**config.mk**
```make
export PLATFORM = sky130hd
export DESIGN_NAME = spi_engine_offload_mc
export DESIGN_NICKNAME = d
export VERILOG_FILES = /design/src/rtl/spi_engine_offload_mc.sv
export SDC_FILE = /design/constraint.sdc
export NUM_CORES = 1
export LEC_CHECK = 0
export BUFFER_PORTS_ARGS = -buffer_cell sky130_fd_sc_hd__buf_2
export CORE_MARGIN = 1
export CORE_UTILIZATION = 50
export DETAILED_ROUTE_END_ITERATION = 8
export GPL_ROUTABILITY_DRIVEN = 0
export GPL_TIMING_DRIVEN = 1
export PLACE_DENSITY = 0.66
export SYNTH_ARGS = -nofsm -noshare
export SYNTH_HDL_FRONTEND = slang
export SYNTH_SLANG_ARGS = --single-unit
export TNS_END_PERCENT = 1
```
**constraint.sdc**
```tcl
create_clock -name spi_clk -period 8.5 [get_ports spi_clk]
set_input_delay 0.85 -clock spi_clk [delete_from_list [all_inputs] [get_ports spi_clk]]
set_output_delay 0.85 -clock spi_clk [all_outputs]
set_load 0.02 [all_outputs]
```
**src/rtl/spi_engine_offload_mc.sv**
```systemverilog
// Multi-channel SPI Engine offload: per-channel command/SDO programs
// replayed on trigger, channels served round-robin, SDI tagged by channel.
module spi_engine_offload_mc #(
   parameter int NUM_OFFLOAD           = 2,
   parameter int CMD_MEM_ADDRESS_WIDTH = 4,
   parameter int SDO_MEM_ADDRESS_WIDTH = 4,
   parameter int DATA_WIDTH            = 8,
   parameter int NUM_OF_SDI            = 1
) (
   input  logic                               spi_clk,
   input  logic                               spi_reset,
   input  logic [NUM_OFFLOAD-1:0]             ctrl_enable,
   output logic [NUM_OFFLOAD-1:0]             ctrl_enabled,
   input  logic [NUM_OFFLOAD-1:0]             ctrl_mem_reset,
   output logic [NUM_OFFLOAD-1:0]             ctrl_overrun,
   input  logic                               ctrl_cmd_wr_en,
   input  logic [((NUM_OFFLOAD>1)?$clog2(NUM_OFFLOAD):1)-1:0] ctrl_cmd_wr_chan,
   input  logic [15:0]                        ctrl_cmd_wr_data,
   input  logic                               ctrl_sdo_wr_en,
   input  logic [((NUM_OFFLOAD>1)?$clog2(NUM_OFFLOAD):1)-1:0] ctrl_sdo_wr_chan,
   input  logic [DATA_WIDTH-1:0]              ctrl_sdo_wr_data,
   input  logic [NUM_OFFLOAD-1:0]             trigger,
   output logic                               cmd_valid,
   input  logic                               cmd_ready,
   output logic [15:0]                        cmd_data,
   output logic                               sdo_data_valid,
   input  logic                               sdo_data_ready,
   output logic [DATA_WIDTH-1:0]              sdo_data,
   input  logic                               sdi_data_valid,
   output logic                               sdi_data_ready,
   input  logic [NUM_OF_SDI*DATA_WIDTH-1:0]   sdi_data,
   output logic                               offload_sdi_valid,
   input  logic                               offload_sdi_ready,
   output logic [NUM_OF_SDI*DATA_WIDTH-1:0]   offload_sdi_data,
   output logic [((NUM_OFFLOAD>1)?$clog2(NUM_OFFLOAD):1)-1:0] offload_sdi_chan,
   input  logic                               sync_valid,
   output logic                               sync_ready,
   input  logic [7:0]                         sync_data,
   output logic                               busy,
   output logic [((NUM_OFFLOAD>1)?$clog2(NUM_OFFLOAD):1)-1:0] active_chan
);

   localparam int CHAN_W = (NUM_OFFLOAD > 1) ? $clog2(NUM_OFFLOAD) : 1;
   localparam int CW     = CMD_MEM_ADDRESS_WIDTH;
   localparam int SW     = SDO_MEM_ADDRESS_WIDTH;
   localparam int CDEPTH = 1 << CW;
   localparam int SDEPTH = 1 << SW;

   typedef enum logic [1:0] {
      S_IDLE, S_LOAD, S_RUN, S_WAIT
   } state_t;

   logic [15:0]            cmd_mem [NUM_OFFLOAD][CDEPTH];
   logic [DATA_WIDTH-1:0]  sdo_mem [NUM_OFFLOAD][SDEPTH];

   logic [CW:0]            cmd_len_q [NUM_OFFLOAD];
   logic [CW:0]            cmd_len_d [NUM_OFFLOAD];
   logic [SW:0]            sdo_len_q [NUM_OFFLOAD];
   logic [SW:0]            sdo_len_d [NUM_OFFLOAD];

   logic [NUM_OFFLOAD-1:0] pending_q, pending_d;
   logic [NUM_OFFLOAD-1:0] overrun_q, overrun_d;
   logic [NUM_OFFLOAD-1:0] trig_q, trig_edge;
   logic [NUM_OFFLOAD-1:0] chan_act, mreset_ok, drop;
   logic [NUM_OFFLOAD-1:0] cmd_we, sdo_we;

   state_t                 state_q;
   logic [CHAN_W-1:0]      active_q, last_q, sel, rr_idx;
   logic                   sel_vld, take;
   logic [CW-1:0]          cmd_idx_q;
   logic [15:0]            cmd_data_q;
   logic                   cmd_valid_q, busy_q;
   logic                   cmd_last;
   logic [SW-1:0]          sdo_ptr_q, sdo_ptr_nxt;
   logic [SW:0]            sdo_len_a;
   logic                   sdo_vld;
   logic                   unused_sync;

   assign trig_edge = trigger & ~trig_q;

   // "active" covers LOAD too so a program is never edited under the reader
   always_comb begin
      chan_act  = '0;
      mreset_ok = '0;
      cmd_we    = '0;
      sdo_we    = '0;
      for (int k = 0; k < NUM_OFFLOAD; k++) begin
         chan_act[k]  = (state_q != S_IDLE) && (active_q == CHAN_W'(k));
         mreset_ok[k] = ctrl_mem_reset[k] && !chan_act[k];
         cmd_we[k]    = ctrl_cmd_wr_en && (ctrl_cmd_wr_chan == CHAN_W'(k))
                        && (cmd_len_q[k] != (CW+1)'(CDEPTH)) && !chan_act[k];
         sdo_we[k]    = ctrl_sdo_wr_en && (ctrl_sdo_wr_chan == CHAN_W'(k))
                        && (sdo_len_q[k] != (SW+1)'(SDEPTH)) && !chan_act[k];
      end
   end

   always_comb begin
      for (int k = 0; k < NUM_OFFLOAD; k++) begin
         cmd_len_d[k] = cmd_len_q[k];
         sdo_len_d[k] = sdo_len_q[k];
         if (mreset_ok[k]) begin
            cmd_len_d[k] = '0;
            sdo_len_d[k] = '0;
         end else begin
            if (cmd_we[k]) cmd_len_d[k] = cmd_len_q[k] + (CW+1)'(1);
            if (sdo_we[k]) sdo_len_d[k] = sdo_len_q[k] + (SW+1)'(1);
         end
      end
   end

   always_comb begin
      sel     = '0;
      sel_vld = 1'b0;
      rr_idx  = '0;
      for (int i = 1; i <= NUM_OFFLOAD; i++) begin
         rr_idx = CHAN_W'((int'(last_q) + i) % NUM_OFFLOAD);
         if (!sel_vld && pending_q[rr_idx]) begin
            sel_vld = 1'b1;
            sel     = rr_idx;
         end
      end
   end

   assign take = (state_q == S_IDLE) && sel_vld;

   // post-write length gates the trigger so a same-cycle write counts
   always_comb begin
      pending_d = pending_q;
      overrun_d = overrun_q;
      drop      = '0;
      for (int k = 0; k < NUM_OFFLOAD; k++) begin
         drop[k] = trig_edge[k] && (pending_q[k] || chan_act[k]);
         if (take && sel == CHAN_W'(k)) pending_d[k] = 1'b0;
         if (trig_edge[k] && !drop[k] && ctrl_enable[k]
             && cmd_len_d[k] != '0)
            pending_d[k] = 1'b1;
         if (!ctrl_enable[k] || mreset_ok[k]) pending_d[k] = 1'b0;
         if (mreset_ok[k]) overrun_d[k] = 1'b0;
         if (drop[k]) overrun_d[k] = 1'b1;
      end
   end

   assign cmd_last = ({1'b0, cmd_idx_q}
                      == cmd_len_q[active_q] - (CW+1)'(1));
   assign sdo_len_a = sdo_len_q[active_q];
   assign sdo_vld   = busy_q && (sdo_len_a != '0);
   assign sdo_ptr_nxt = (({1'b0, sdo_ptr_q} + (SW+1)'(1)) == sdo_len_a)
                        ? '0 : sdo_ptr_q + SW'(1);

   always_ff @(posedge spi_clk) begin
      for (int k = 0; k < NUM_OFFLOAD; k++) begin
         if (cmd_we[k]) cmd_mem[k][cmd_len_q[k][CW-1:0]] <= ctrl_cmd_wr_data;
         if (sdo_we[k]) sdo_mem[k][sdo_len_q[k][SW-1:0]] <= ctrl_sdo_wr_data;
      end
   end

   always_ff @(posedge spi_clk) begin
      if (spi_reset) begin
         state_q     <= S_IDLE;
         active_q    <= '0;
         last_q      <= CHAN_W'(NUM_OFFLOAD - 1);
         cmd_idx_q   <= '0;
         cmd_data_q  <= '0;
         cmd_valid_q <= 1'b0;
         busy_q      <= 1'b0;
         sdo_ptr_q   <= '0;
         trig_q      <= '0;
         pending_q   <= '0;
         overrun_q   <= '0;
         for (int k = 0; k < NUM_OFFLOAD; k++) begin
            cmd_len_q[k] <= '0;
            sdo_len_q[k] <= '0;
         end
      end else begin
         trig_q    <= trigger;
         pending_q <= pending_d;
         overrun_q <= overrun_d;
         cmd_len_q <= cmd_len_d;
         sdo_len_q <= sdo_len_d;
         if (sdo_vld && sdo_data_ready) sdo_ptr_q <= sdo_ptr_nxt;
         unique case (state_q)
            S_IDLE: begin
               if (take) begin
                  active_q <= sel;
                  state_q  <= S_LOAD;
               end
            end
            S_LOAD: begin
               cmd_idx_q  <= '0;
               cmd_data_q <= cmd_mem[active_q][0];
               // program may have been wiped after it was queued
               if (cmd_len_q[active_q] != '0) begin
                  state_q     <= S_RUN;
                  cmd_valid_q <= 1'b1;
                  busy_q      <= 1'b1;
               end else begin
                  state_q <= S_IDLE;
               end
            end
            S_RUN: begin
               if (cmd_ready) begin
                  if (cmd_last) begin
                     cmd_valid_q <= 1'b0;
                     state_q     <= S_WAIT;
                  end else begin
                     cmd_idx_q  <= cmd_idx_q + CW'(1);
                     cmd_data_q <= cmd_mem[active_q][cmd_idx_q + CW'(1)];
                  end
               end
            end
            S_WAIT: begin
               if (sync_valid) begin
                  state_q   <= S_IDLE;
                  busy_q    <= 1'b0;
                  sdo_ptr_q <= '0;
                  last_q    <= active_q;
               end
            end
            default: state_q <= S_IDLE;
         endcase
      end
   end

   always_comb begin
      ctrl_enabled = ctrl_enable;
      for (int k = 0; k < NUM_OFFLOAD; k++)
         if (busy_q && active_q == CHAN_W'(k)) ctrl_enabled[k] = 1'b1;
   end

   assign ctrl_overrun      = overrun_q;
   assign cmd_valid         = cmd_valid_q;
   assign cmd_data          = cmd_data_q;
   assign sdo_data_valid    = sdo_vld;
   assign sdo_data          = sdo_vld ? sdo_mem[active_q][sdo_ptr_q] : '0;
   assign offload_sdi_valid = sdi_data_valid;
   assign sdi_data_ready    = offload_sdi_ready;
   assign offload_sdi_data  = sdi_data;
   assign offload_sdi_chan  = active_q;
   assign sync_ready        = 1'b1;
   assign busy              = busy_q;
   assign active_chan       = active_q;
   assign unused_sync       = ^sync_data;

endmodule

```
Yosys cells after proc, flatten, opt, wreduce, memory -nomap -nowiden
Memories as Yosys holds them, arrays and structs flattened. A register that Yosys moved wholly into a read port is not among the register bits.
Cells that the tools add are included.
{"block": "totals", "regBits": 56, "ram_bits": 768, "output_inout_bits": 44, "memories": 2}
{"name": "cmd_mem", "depth": 2, "width": 256, "rd": 1, "rd_ports_with_merged_regs": 1, "write_ports": 1, "line": "53", "text": "logic [15:0] cmd_mem [NUM_OFFLOAD][CDEPTH];"}
{"name": "sdo_mem", "depth": 2, "width": 128, "rd": 1, "rd_ports_with_merged_regs": 1, "write_ports": 1, "line": "54", "text": "logic [DATA_WIDTH-1:0] sdo_mem [NUM_OFFLOAD][SDEPTH];"}
{"block": "classes", "n_addsub": 10, "order_cmp": 13, "eq_ne": 15, "muxes": 83, "bitwise": 13, "reduce_logical": 71}
{"cell": "$mux 256", "n": 4}
{"cell": "$mux 128", "n": 4}
{"cell": "$reduce_or 256->1", "n": 1}
{"cell": "$demux 16 s4", "n": 2}
{"cell": "$reduce_or 128->1", "n": 1}
{"cell": "$mux 16", "n": 6}
{"cell": "$bmux 16 s4", "n": 1}
{"cell": "$demux 8 s4", "n": 2}
{"cell": "$mux 5", "n": 10}
{"cell": "$mux 8", "n": 5}
{"cell": "$logic_and 1x1->1", "n": 36}
{"cell": "$bmux 8 s4", "n": 1}
{"cell": "$mux 1", "n": 32}
{"cell": "$pmux 16 s2", "n": 1}
{"cell": "$ge 5x5->1 const B", "n": 6}
{"cell": "$not 4->5", "n": 6}
{"cell": "$mux 4", "n": 6}
{"cell": "$add 5x1->5 const B", "n": 4}
{"cell": "$lt 5x1->1 const B", "n": 4}
{"cell": "$ne 5x5->1 const B", "n": 4}
{"cell": "$reduce_bool 5->1", "n": 4}
{"cell": "$reduce_bool 2->1", "n": 7}
{"cell": "$ne 2x2->1 const B", "n": 6}
{"cell": "$mux 2", "n": 5}
{"cell": "other kinds (24)", "n": 47}

Depth between registers and ports, before layout
Gate-level depths: netlist of run 1.
{"block": "logic_depth", "ltp_word": 11, "ltp_mapped": 11}

Worst setup path before layout of run 1
Ideal clock, no wire load.
{"block": "synth_timing", "kind": "input -> register", "from": "in ctrl_cmd_wr_en", "to": "mem cmd_mem[1][208] (netlist bit) (enable)", "setup_time_ps": 409, "arrival_ps": 2742, "t_required_ps": 8091, "path_slack_ps": 5348, "path_stages": 5, "path_buffers": 1, "path_cell_list": "and2_0 and3_1 clkbuf_1 nand2_1 nor3_1"}
{"block": "synth_via", "elab_chain_cells": 7}
{"item": "start: declaration", "line": "16", "text": "input logic ctrl_cmd_wr_en,"}
{"item": "$logic_and 1x1->1", "line": "90", "text": "cmd_we[k] = ctrl_cmd_wr_en && (ctrl_cmd_wr_chan == CHAN_W'(k))"}
{"item": "$logic_and 1x1->1 (2 in series)", "line": "91", "text": "&& (cmd_len_q[k] != (CW+1)'(CDEPTH)) && !chan_act[k];"}
{"item": "$mux 1", "line": "152", "text": "if (cmd_we[k]) cmd_mem[k][cmd_len_q[k][CW-1:0]] <= ctrl_cmd_wr_data;"}
{"item": "$mux 256 (not written as such)", "line": "152"}
{"item": "$reduce_or 256->1 (no source line)"}
{"item": "$mux 1 (no source line) or $mux 256 (tied branches)"}
{"item": "end: declaration", "line": "53"}
Several ways; a longest one is shown, not always the timed one.

==> key figures, run 1 <==
CTS
  – Inserted Clock Buffers: 85
  – Skew-Pair Late Insertion Delay: 0.64 ns
  – Clk root buf: clkbuf_16
  – H-tree depth: 3
  – CTS sink cnt: 825
  – Hold buffers post-CTS: 0
  – CTS resizes: 0
  – Clk slew on worst S/H paths: 0.06 ns
  – Postcts setup bufs: 0
  – TritonCTS clock tree: yes
  – Max Root-Sink Buffers: 3

Floorplan
  – Die ar.: 0.0673 mm^2
  – Starting Density: 50.5%
  – Die height: 259 um
  – Site row count: 94
  – Num ports: 101
  – Chip Width: 259 um
  – Total core area: 0.0656 mm^2

Power and ir drop
  – Pwr per Cell Area: 223 mW/mm^2
  – Net Sw Power: 1660 uW
  – Lkg Pwr: 0.0115 uW
  – Pint: 6640 uW
  – Sequential share of power: 53.8%
  – Clock Power Share: 44.5%
  – Comb pwr share: 1.8%
  – Peak VDD IR: 0.158 mV
  – Switch share: 20.0%

Timing
  – Period minus WS final: 4.84 ns
  – Final TNS setup: 0 ns
  – Final hold viol count: 0
  – Relative slew margins: 17.5%
  – Worst Clk Skew: 0.0317 ns
  – RSZ-0062 raised after global routing: false
  – Worst Tran Pin Value: 1.23 ns
  – PnR worst setup slack: 3.66 ns
  – Final Cycle Share: 57.0%
  – Final slew viol count: 0
  – Hold_ws: 0.453 ns
  – Fmax: 0.207 GHz
  – Final count of negative-setup-slack endpoints: 0

Final layout
  – Finished Cell Area: 0.0372 mm^2
  – Multi-input gate area: 0.00834 mm^2
  – Fillers: 4915
  – Layout cell share with drive strength beyond 1: 24.6%
  – Layout area overhead: 12.3%
  – Register area: 0.0242 mm^2
  – Final nets: 1936
  – Commonest non-fill, non-tap cells in the layout: edfxtp_1 (768), mux4_2 (185), nor2_1 (99), nand2_1 (93), clkbuf_16 (87)
  – # diodes: 0
  – Commonest non-fill, non-tap cell in the layout: edfxtp_1

Yosys
  – Cell variety after synth: 69
  – Seq/Total Area, Yosys: 73.0%
  – Synthesized area per cell: 18.8 um^2
  – Yosys warns: 0
  – Asr flop ratio synth: 0%
  – Top FF cell, synth: edfxtp_1
  – Syn nets: 1841
  – Synth Register Bits: 825
  – Syn Inst Count: 1765
  – EDFF count, synth: 768
  – Cell area after synthesis: 0.0331 mm^2

Drt
  – Initial DRC Count: 1639
  – DRC Markers: 0
  – Via count: 16900
  – WL per Instance: 26.2 um
  – Vias per std cell: 6.06
  – DR pass1 iterations: 5
  – DRT antenna net count: 0
  – Drt total wl: 73.1 mm

Worst setup path
  – CP dominant cell by count: mux4_2
  – Data arrival, critical path: 3.99 ns
  – Critical path, cell by cell: buf_12 -> mux4_2 -> mux4_2 -> mux2i_1 -> nor2_1 -> buf_2
  – Setup crit start kind: flip-flop
  – Crit-path slowest cell: dfxtp_4
  – CP required: 7.65 ns
  – Critical path class: reg -> out
  – Crit. End Element: primary output
  – Crit Path Max Fanout: 106
  – Slowest stage delay, CP: 0.96 ns

Global routing
  – Global-route wire length before repair: 109 mm
  – Number of global-route vias before repair: 16900
  – Initial antenna violation count: 0
  – Global Route Usage Sum: 22.2%
  – GR Overflow Total: 0
  – Pin count of the biggest net entering global routing: 107

Placement
  – IO buf count: 71
  – Dpl hpwl: 43.0 mm
  – Post-placement cell area: 0.0344 mm^2
  – Setup slack after placement: 4.18 ns

Run status
  – Status: finished clean

Min path
  – Hold Crit Class: in -> reg

Job
  – Max_cap viols: 0
flip-flops by register name, summed over array words and instances (netlist names), 2 cells and up, named ones only:
signal,count
cmd_mem,512
sdo_mem,256
cmd_data,16
cmd_len_q,10
sdo_len_q,10
cmd_idx_q,4
sdo_ptr_q,4
ctrl_overrun,2
pending_q,2
trig_q,2
kinds of logic after synthesis:
logic type      share of synthesized area [%]
compound gates                           3.57
other cells                            0.0113
fa+ha+maj                               0.718
mux                                      15.6
simple gates                             4.07
buf+inv                                  2.10
xor+xnor                                0.925
flops                                    73.0
power by group through the flow:
stage                     sequential [uW]  combinational (uW)  clock [uW]
after floorplan                      4550                69.6           0
after global placement               4550                 142           0
after detailed placement             4550                 149           0
after CTS                            4460                 150        3760
after global routing                 4460                 162        3910
final                                4460                 148        3690
critical path, delay by kind of cell (launching register included):
kind	cells	cell delay [ns]
buffers and inverters	2	0.87
flip-flops	1	0.96
multiplexers	3	1.38
AND/OR/NAND/NOR	1	0.07
metal layers:
metal	vias to the layer above	wire length, um	GRT usage [%]	share of wire (%)
met5	-	0	0	0
met1	8888	30900	32.0	42
met4	0	1830	6.86	2.5
li1	7283	-	-	-
met2	599	35300	35.0	48
met3	118	5090	3.53	7.0
worst paths after layout:
| path | start | to | slack [ns] | depth (start not counted) |
|---|---|---|---|---|
| setup / recovery | flip-flop | sdo_data[5] | 3.66 | 6 |
| setup reg to reg | cmd_idx_q[0] | cmd_data[3] | 4.34 | 8 |
| hold / removal | trigger[1] | trig_q[1] | 0.45 | 2 |
| hold reg to reg | cmd_data[15] | cmd_data[15] | 0.47 | 2 |
layout make-up:
cell class,instances,area share [%]
Sequential cell,825,65.1
Multi-Input combinational cell,809,22.4
Clock buffer,106,6.10
Tap cell,864,2.91
Timing Repair Buffer,117,1.95
Clock inverter,46,1.33
Inverter,22,0.222
per-stage QoR:
stage | util [%] | power [uW] | cells
floorplan | - | 4620 | 1765
global route | 56.7 | 8530 | 2789
detailed placement | 52.5 | 4700 | 2637
CTS | 56.7 | 8370 | 2789
finish | 56.7 | 8300 | 2789
global placement | 52.5 | 4690 | 2637
synthesized netlist by cell type (15+ instances only):
master	n	area share, %
buf_2	25	0.38
nor2_1	108	1.2
a21oi_1	36	0.54
nand2_1	93	1.1
clkbuf_1	43	0.49
mux4_2	185	13
nor3_1	17	0.26
buf_4	22	0.50
inv_1	21	0.24
mux2i_1	83	2.5
o21ai_0	26	0.39
o22ai_1	15	0.28
a31oi_1	22	0.42
ha_1	19	0.72
dfxtp_1	57	3.4
nand3_1	20	0.30
a22oi_1	16	0.36
xnor2_1	22	0.58
edfxtp_1	768	70
No activity file was read; power rests on OpenSTA's default activity.
==> run 2, diff against run 1 <==
Clock period 8.5 ns to 4.85 ns, I/O delays scaled along.
==> run 2 against run 1 <==
  * Non-clock buffer count rose by 14
  * Critical path depth did not move
  * Worst hold slack got worse by 0.35 ns
  * Register-to-register slack got worse by 2.7 ns
==> key figures, run 2 (same netlist as run 1, synthesis figures left out) <==
Drt
  – Drt total wl: 73.0 mm
  – Vias per std cell: 6.02
  – DRT antenna net count: 0
  – DR pass1 iterations: 5
  – Via count: 16900
  – WL per Instance: 26.0 um
  – DRC Markers: 0
  – Initial DRC Count: 1587

Floorplan
  – Site row count: 94
  – Starting Density: 50.5%
  – Die ar.: 0.0673 mm^2
  – Num ports: 101
  – Total core area: 0.0656 mm^2
  – Chip Width: 259 um
  – Die height: 259 um

Final layout
  – Final nets: 1949
  – Layout area overhead: 12.3%
  – Max FFs per register: 512
  – Commonest non-fill, non-tap cell in the layout: edfxtp_1
  – Fillers: 4892
  – Commonest non-fill, non-tap cells in the layout: edfxtp_1 (768), mux4_2 (185), nor2_1 (99), nand2_1 (93), clkbuf_16 (86)
  – Layout cell share with drive strength beyond 1: 25.0%
  – Finished Cell Area: 0.0372 mm^2

Global routing
  – Global-route wire length before repair: 108 mm
  – Initial antenna violation count: 1
  – GR Overflow Total: 0
  – Pin count of the biggest net entering global routing: 51
  – Number of global-route vias before repair: 17200
  – Global Route Usage Sum: 22.0%

Worst setup path
  – Crit. End Element: primary output
  – Critical path class: reg -> out
  – Data arrival, critical path: 3.28 ns
  – Crit-path slowest cell: dfxtp_2
  – Crit Path Max Fanout: 37
  – Family with the most delay on the worst path: multiplexers
  – Slowest stage delay, CP: 0.95 ns
  – Critical path, cell by cell: buf_12 -> mux4_2 -> mux4_2 -> mux2i_1 -> nor2_1 -> buf_2
  – CP dominant cell by count: mux4_2
  – Setup crit start kind: flip-flop
  – CP required: 4.37 ns
  – Worst Path Buf+Inv: 2

Placement
  – Dpl hpwl: 43.8 mm
  – Post-placement cell area: 0.0345 mm^2
  – Setup slack after placement: 1.59 ns
  – IO buf count: 71

Timing
  – Final count of negative-setup-slack endpoints: 0
  – PnR worst setup slack: 1.08 ns
  – Worst Tran Pin Value: 1.11 ns
  – Final Cycle Share: 77.6%
  – RSZ-0062 raised after global routing: false
  – Worst Clk Skew: 0.0313 ns
  – Final slew viol count: 0
  – Fmax: 0.266 GHz
  – Final hold viol count: 0
  – Period minus WS final: 3.77 ns
  – Relative slew margins: 26.2%
  – Final TNS setup: 0 ns
  – Hold_ws: 0.0985 ns

Job
  – Max_cap viols: 0

CTS
  – Hold buffers post-CTS: 0
  – Clk slew on worst S/H paths: 0.06 ns
  – H-tree depth: 3
  – CTS sink cnt: 825
  – Max Root-Sink Buffers: 3
  – Inserted Clock Buffers: 84
  – Skew-Pair Late Insertion Delay: 0.63 ns
  – Postcts setup bufs: 0
  – TritonCTS clock tree: yes
  – Clk root buf: clkbuf_16
  – CTS resizes: 0

Run status
  – Status: finished clean

Power and ir drop
  – Total power: 14300 uW
  – Pwr per Cell Area: 385 mW/mm^2
  – Lkg Pwr: 0.0115 uW
  – Peak VDD IR: 0.337 mV

Min path
  – Hold Crit Class: in -> reg
## run 2: path summary, 6_finish.rpt
path / startpoint / to / slack (ns) / cells past startpoint
max: sdo_ptr_q[0] / sdo_data[0] / 1.08 / 6
min: trigger[0] / trig_q[0] / 0.1 / 2
max reg2reg: active_chan / cmd_idx_q[0] / 1.60 / 9
min reg2reg: ctrl_overrun[1] / ctrl_overrun[1] / 0.45 / 2
## run 2: cell type report
type	instances	area, um^2	area share [%]
diodes	2	5.00	0.0134
clock buffers	108	2270	6.11
clock inverters	44	392	1.05
inverters	22	82.6	0.222
multi-input cells	809	8320	22.4
flip-flops and latches	825	24200	65.0
well taps	864	1080	2.90
repair buffers	131	856	2.30
## run 2: per-layer routing
| layer | vias to the layer above | GRT usage, % | part of all wire [%] |
|---|---|---|---|
| li1 | 7321 | - | - |
| met1 | 8849 | 30.9 | 42 |
| met2 | 598 | 35.8 | 50 |
| met3 | 111 | 3.22 | 6.5 |
| met4 | 0 | 6.70 | 2.2 |
| met5 | - | 0 | 0 |
## run 2: power breakdown
part	internal (uW)	leakage, uW	switching, uW
clock network	3590	0.00130	2670
logic	71.7	0.00284	193
registers	7800	0.00738	16.3
## run 2: through the flow
stage	util [%]	instances
2_1_floorplan	-	1765
3_3_place_gp	52.6	2651
3_5_place_dp	52.6	2651
4_1_cts	56.7	2803
5_1_grt	56.7	2804
6_report	56.7	2805
